`src/rtl/fifo_uart_tx.sv`:
```
// rtl/fifo_uart_tx.sv - FIFO read-side consumer that serialises each popped byte as an 8N1 UART frame
module fifo_uart_tx #(
  parameter int CLKS_PER_BIT = 434
) (
  input  logic        clk,
  input  logic        rst,
  input  logic        enable,
  input  logic        fifo_empty,
  output logic        fifo_rd_en,
  input  logic [7:0]  fifo_data,
  output logic        tx,
  output logic        busy,
  output logic [15:0] bytes_sent
);

  typedef enum logic [2:0] {
    S_IDLE  = 3'd0,
    S_POP   = 3'd1,
    S_LATCH = 3'd2,
    S_START = 3'd3,
    S_DATA  = 3'd4,
    S_STOP  = 3'd5
  } state_e;

  localparam logic [15:0] BAUD_LAST = 16'(CLKS_PER_BIT - 1);

  state_e      state_q, state_d;
  logic [15:0] baud_q, baud_d;
  logic [2:0]  bit_q, bit_d;
  logic [7:0]  shift_q, shift_d;
  logic [15:0] bytes_q, bytes_d;
  logic        tx_q, tx_d;
  logic        rd_en_q, rd_en_d;

  logic baud_last;
  logic start_ok;

  assign baud_last = (baud_q == BAUD_LAST);
  assign start_ok  = enable && !fifo_empty;

  // Next-state logic; tx and the read strobe are decoded from the next state so they register in step with it
  always_comb begin
    state_d = state_q;
    baud_d  = baud_q;
    bit_d   = bit_q;
    shift_d = shift_q;
    bytes_d = bytes_q;

    case (state_q)
      S_IDLE: begin
        if (start_ok) state_d = S_POP;
      end
      S_POP: begin
        state_d = S_LATCH;
      end
      S_LATCH: begin
        // FIFO output is valid the cycle after the pop strobe
        shift_d = fifo_data;
        baud_d  = 16'd0;
        bit_d   = 3'd0;
        state_d = S_START;
      end
      S_START: begin
        if (baud_last) begin
          baud_d  = 16'd0;
          bit_d   = 3'd0;
          state_d = S_DATA;
        end else begin
          baud_d = baud_q + 16'd1;
        end
      end
      S_DATA: begin
        if (baud_last) begin
          baud_d  = 16'd0;
          shift_d = shift_q >> 1;
          bit_d   = bit_q + 3'd1;
          if (bit_q == 3'd7) state_d = S_STOP;
        end else begin
          baud_d = baud_q + 16'd1;
        end
      end
      S_STOP: begin
        if (baud_last) begin
          baud_d  = 16'd0;
          bytes_d = bytes_q + 16'd1;
          // A push that arrived mid-frame is picked up here without returning to IDLE
          state_d = start_ok ? S_POP : S_IDLE;
        end else begin
          baud_d = baud_q + 16'd1;
        end
      end
      default: begin
        state_d = S_IDLE;
      end
    endcase

    case (state_d)
      S_START: tx_d = 1'b0;
      S_DATA:  tx_d = shift_d[0];
      default: tx_d = 1'b1;
    endcase

    rd_en_d = (state_d == S_POP);
  end

  // State, counters and registered outputs; reset aborts any frame in progress
  always_ff @(posedge clk) begin
    if (rst) begin
      state_q <= S_IDLE;
      baud_q  <= 16'd0;
      bit_q   <= 3'd0;
      shift_q <= 8'd0;
      bytes_q <= 16'd0;
      tx_q    <= 1'b1;
      rd_en_q <= 1'b0;
    end else begin
      state_q <= state_d;
      baud_q  <= baud_d;
      bit_q   <= bit_d;
      shift_q <= shift_d;
      bytes_q <= bytes_d;
      tx_q    <= tx_d;
      rd_en_q <= rd_en_d;
    end
  end

  assign tx         = tx_q;
  assign fifo_rd_en = rd_en_q;
  assign busy       = (state_q != S_IDLE);
  assign bytes_sent = bytes_q;

endmodule

```
`config.mk`:
```
export PLATFORM = sky130hd
export DESIGN_NAME = fifo_uart_tx
export DESIGN_NICKNAME = d
export VERILOG_FILES = /design/src/rtl/fifo_uart_tx.sv
export SDC_FILE = /design/constraint.sdc
export NUM_CORES = 1
export LEC_CHECK = 0
export CORE_MARGIN = 4
export CORE_UTILIZATION = 40
export DETAILED_ROUTE_END_ITERATION = 16
export MAX_ROUTING_LAYER = met4
export PLACE_DENSITY_LB_ADDON = 0.1
export SLEW_MARGIN = 5
export SYNTH_ARGS = -nofsm -noshare
export SYNTH_HDL_FRONTEND = slang
export SYNTH_SLANG_ARGS = --single-unit
```
`constraint.sdc`:
```
create_clock -name clk -period 2.9 [get_ports clk]
set_input_delay 0.58 -clock clk [delete_from_list [all_inputs] [get_ports clk]]
set_output_delay 0.58 -clock clk [all_outputs]
set_load 0.05 [all_outputs]
```
==> metrics.yaml <==
power_and_ir_drop:
  power_frac_clock_pct: 33.6
  p_int_w: 0.000918
  p_leak_nw: 0.971
  seq_power_share_pct: 55.8
  ir_drop_mv: 0.247
  p_switching_w: 0.000311
  power.density_mw_per_mm2: 436
  swShare_pct: 25.3
  p_comb_share_pct: 10.5
cells_and_area:
  nFillCells: 540
  final_area_sq_mm: 0.00282
  drive_gt1_share_pct: 7.12
  antenna_cells: 0
  layout_commonest_cell: "dfxtp_1"
  final_nets: 325
  final_cell_mix: "dfxtp_1, nor2_1, nand2_1, a21oi_1, clkdlybuf4s50_1"
  area_growth_pct: 18.7
  post-route-util_pct: 50.0
floorplan:
  initial_utilization_pct: 42.1
  chipHeight_um: 85.1
  die-area_sq_mm: 0.00724
  pin_count: 31
  fp.coreArea_sq_mm: 0.00564
  rows: 27
  die_w_um: 85.1
timing:
  maxSlewViolCount: 0
  period_needed_ns: 2.43
  layout_setup_ws_ns: 0.468
  maxSlewHeadroom_pct: 61.9
  period_share_pct: 83.9
  rsz0062_at_grt: "false"
  setup-violations-final: 0
  hold_viol: 0
  fmax_ghz: 0.411
  fin_tns_setup_ns: 0
  fin_worst_skew_ns: 0.00966
  tightest_slew_ns: 0.570
worst_setup_path:
  crit_chain: "or3_1 > clkdlybuf4s50_1"
  worstPathArrival_ns: 1.85
  critical_path_required_ns: 2.32
  cp_slowest_stage_delay_ns: 0.71
  crit_fanout: 12
  crit_buf_inv: 1
  reg2reg_slack_ns: 0.62
  cp_slowest_cell: "clkdlybuf4s50_1"
  cp_top_family: "buffers and inverters"
  worst_setup_path_end_kind: "primary output"
  worst_setup_path_start_kind: "flop"
  crit_type: "flop to primary output"
clock_tree:
  cts_setup_buffers: 0
  cts.repair.resized: 0
  clk_latency_ns: 0.30
  cts_tree: "built"
  ctsHtreeMaxLevel: 2
  cts-root-buf: "clkbuf_8"
  cts.sinks: 48
  cts_made_buffers: 5
  path_clk_slew_ns: 0.09
  clk_path_buf_depth: 2
  hold_buffers: 0
grt:
  antenna_found_initial: 0
  grt_pass1_vias: 1890
  grt_usage_pct: 15.6
  grt_overflow: 0
  grt_pass1_wl_um: 8960
  grt_max_degree: 31
routing:
  first_pass_iters: 4
  drc: 0
  post_drt_via_cell_ratio: 5.37
  drtAntennaViolNets: 0
  drt_wl_total_um: 5250
  vias: 2046
  drt_iter0_markers: 104
  wire_per_inst_um: 13.8
logic_synthesis:
  synth.distinct_cells: 49
  synthCells: 277
  netlist_area_sq_mm: 0.00238
  seq_area_frac_synth_pct: 40.4
  synth_warnings: 0
  syn-mean-instance-area_sq_um: 8.58
  ys_seq_elements: 48
  synth.net_count: 294
place:
  gp_congestion: 0.799
  port-buffer-count: 30
  dpl_cell_area_sq_mm: 0.00273
  dp_hpwl_um: 3600
  place_ws_ns: 0.648
flow_run:
  drv_cap: 0
status:
  status: "completed"
worst_hold_path:
  hold_path.class: "flop to flop"
-- tightest hold or removal path, cell delays in order, from the launching register on --
cell     delay [ns]
dfxtp_1        0.31
nand2_1        0.05
a21oi_1        0.05
-- Yosys cell counts (all sizes together) --
cell | number | area [sq um]
dfxtp | 48 | 961
nor2 | 35 | 139
a21oi | 31 | 155
nand2 | 31 | 116
o21ai | 18 | 90.1
nand4 | 9 | 71.3
nand3 | 8 | 52.6
xor2 | 8 | 70.1
a22oi | 6 | 45.0
or3 | 6 | 37.5
and2 | 5 | 31.3
and3 | 5 | 32.5
and4 | 5 | 45.0
clkbuf | 5 | 18.8
ha | 5 | 62.6
buf | 4 | 32.5
mux2i | 4 | 40.0
a311oi | 3 | 26.3
a31oi | 3 | 18.8
inv | 3 | 11.3
nand3b | 3 | 22.5
nor2b | 3 | 18.8
nor3 | 3 | 20.0
nor3b | 3 | 22.5
nor4 | 3 | 63.8
xnor2 | 3 | 26.3
nand2b | 2 | 12.5
nand4b | 2 | 17.5
a211oi | 1 | 7.51
a21o | 1 | 7.51
a221oi | 1 | 8.76
a32oi | 1 | 8.76
a41oi | 1 | 8.76
and4bb | 1 | 12.5
dlygate4sd1 | 1 | 8.76
dlymetal6s2s | 1 | 12.5
o22ai | 1 | 6.26
or2b | 1 | 7.51
or3b | 1 | 8.76
or4 | 1 | 7.51
or4b | 1 | 10.0
-- logic make-up after synthesis --
| group | count (synthesis) | share of synthesized area, % |
|---|---|---|
| flops | 48 | 40.4 |
| simple gates | 128 | 31.5 |
| compound gates | 67 | 16.1 |
| fa+ha+maj | 5 | 2.63 |
| xor+xnor | 11 | 4.06 |
| buf+inv | 14 | 3.53 |
| mux | 4 | 1.69 |
-- through the flow --
stage | hold WS [ns] | total power (W) | instances
2_1_floorplan | 0.436 | 0.000788 | 277
3_3_place_gp | 0.447 | 0.000830 | 373
3_5_place_dp | 0.449 | 0.000831 | 373
4_1_cts | 0.461 | 0.00125 | 381
5_1_grt | 0.481 | 0.00129 | 381
6_report | 0.459 | 0.00123 | 381
-- flip-flops by register name (all words and copies together) (netlist names) --
name and cells:
fifo_rd_en 1, shift_q 8, baud_q 16, bytes_sent 16, bit_q 3, state_q 3
tx 1
-- metal layers --
| metal | up-vias | track usage (%) | share of wire, % |
|---|---|---|---|
| li1 | 1058 | - | - |
| met1 | 946 | 20.4 | 50 |
| met2 | 36 | 23.7 | 45 |
| met3 | 6 | 2.91 | 3.7 |
| met4 | 0 | 6.62 | 1.4 |
| met5 | - | - | 0 |
-- power by group through the flow --
stage          Clock (W)  Combinational (W)  Sequential [W]
3_3_place_gp           0           0.000129        0.000701
5_1_grt         0.000456           0.000142        0.000689
6_report        0.000413           0.000129        0.000686
2_1_floorplan          0          0.0000844        0.000703
4_1_cts         0.000433           0.000130        0.000686
3_5_place_dp           0           0.000130        0.000701
-- final cells by class --
class                   count  area [sq um]  share of cell area [%]
repair buffers             35           338                    12.0
multi-input cells         215          1330                    47.2
inverters                   3          11.3                   0.399
flip-flops and latches     48           961                    34.1
well taps                  72          90.1                    3.19
clock buffers               8          90.1                    3.19
-- worst paths after layout --
| check | start | end | cells past startpoint |
|---|---|---|---|
| worst min register to register | shift_q[3] | shift_q[3] | 2 |
| worst max-delay path | state_q[0] | busy | 2 |
| worst max register to register | baud_q[1] | baud_q[5] | 7 |
| worst min-delay path | shift_q[3] | shift_q[3] | 2 |
Note: power is estimated with default switching activity, not from simulation.
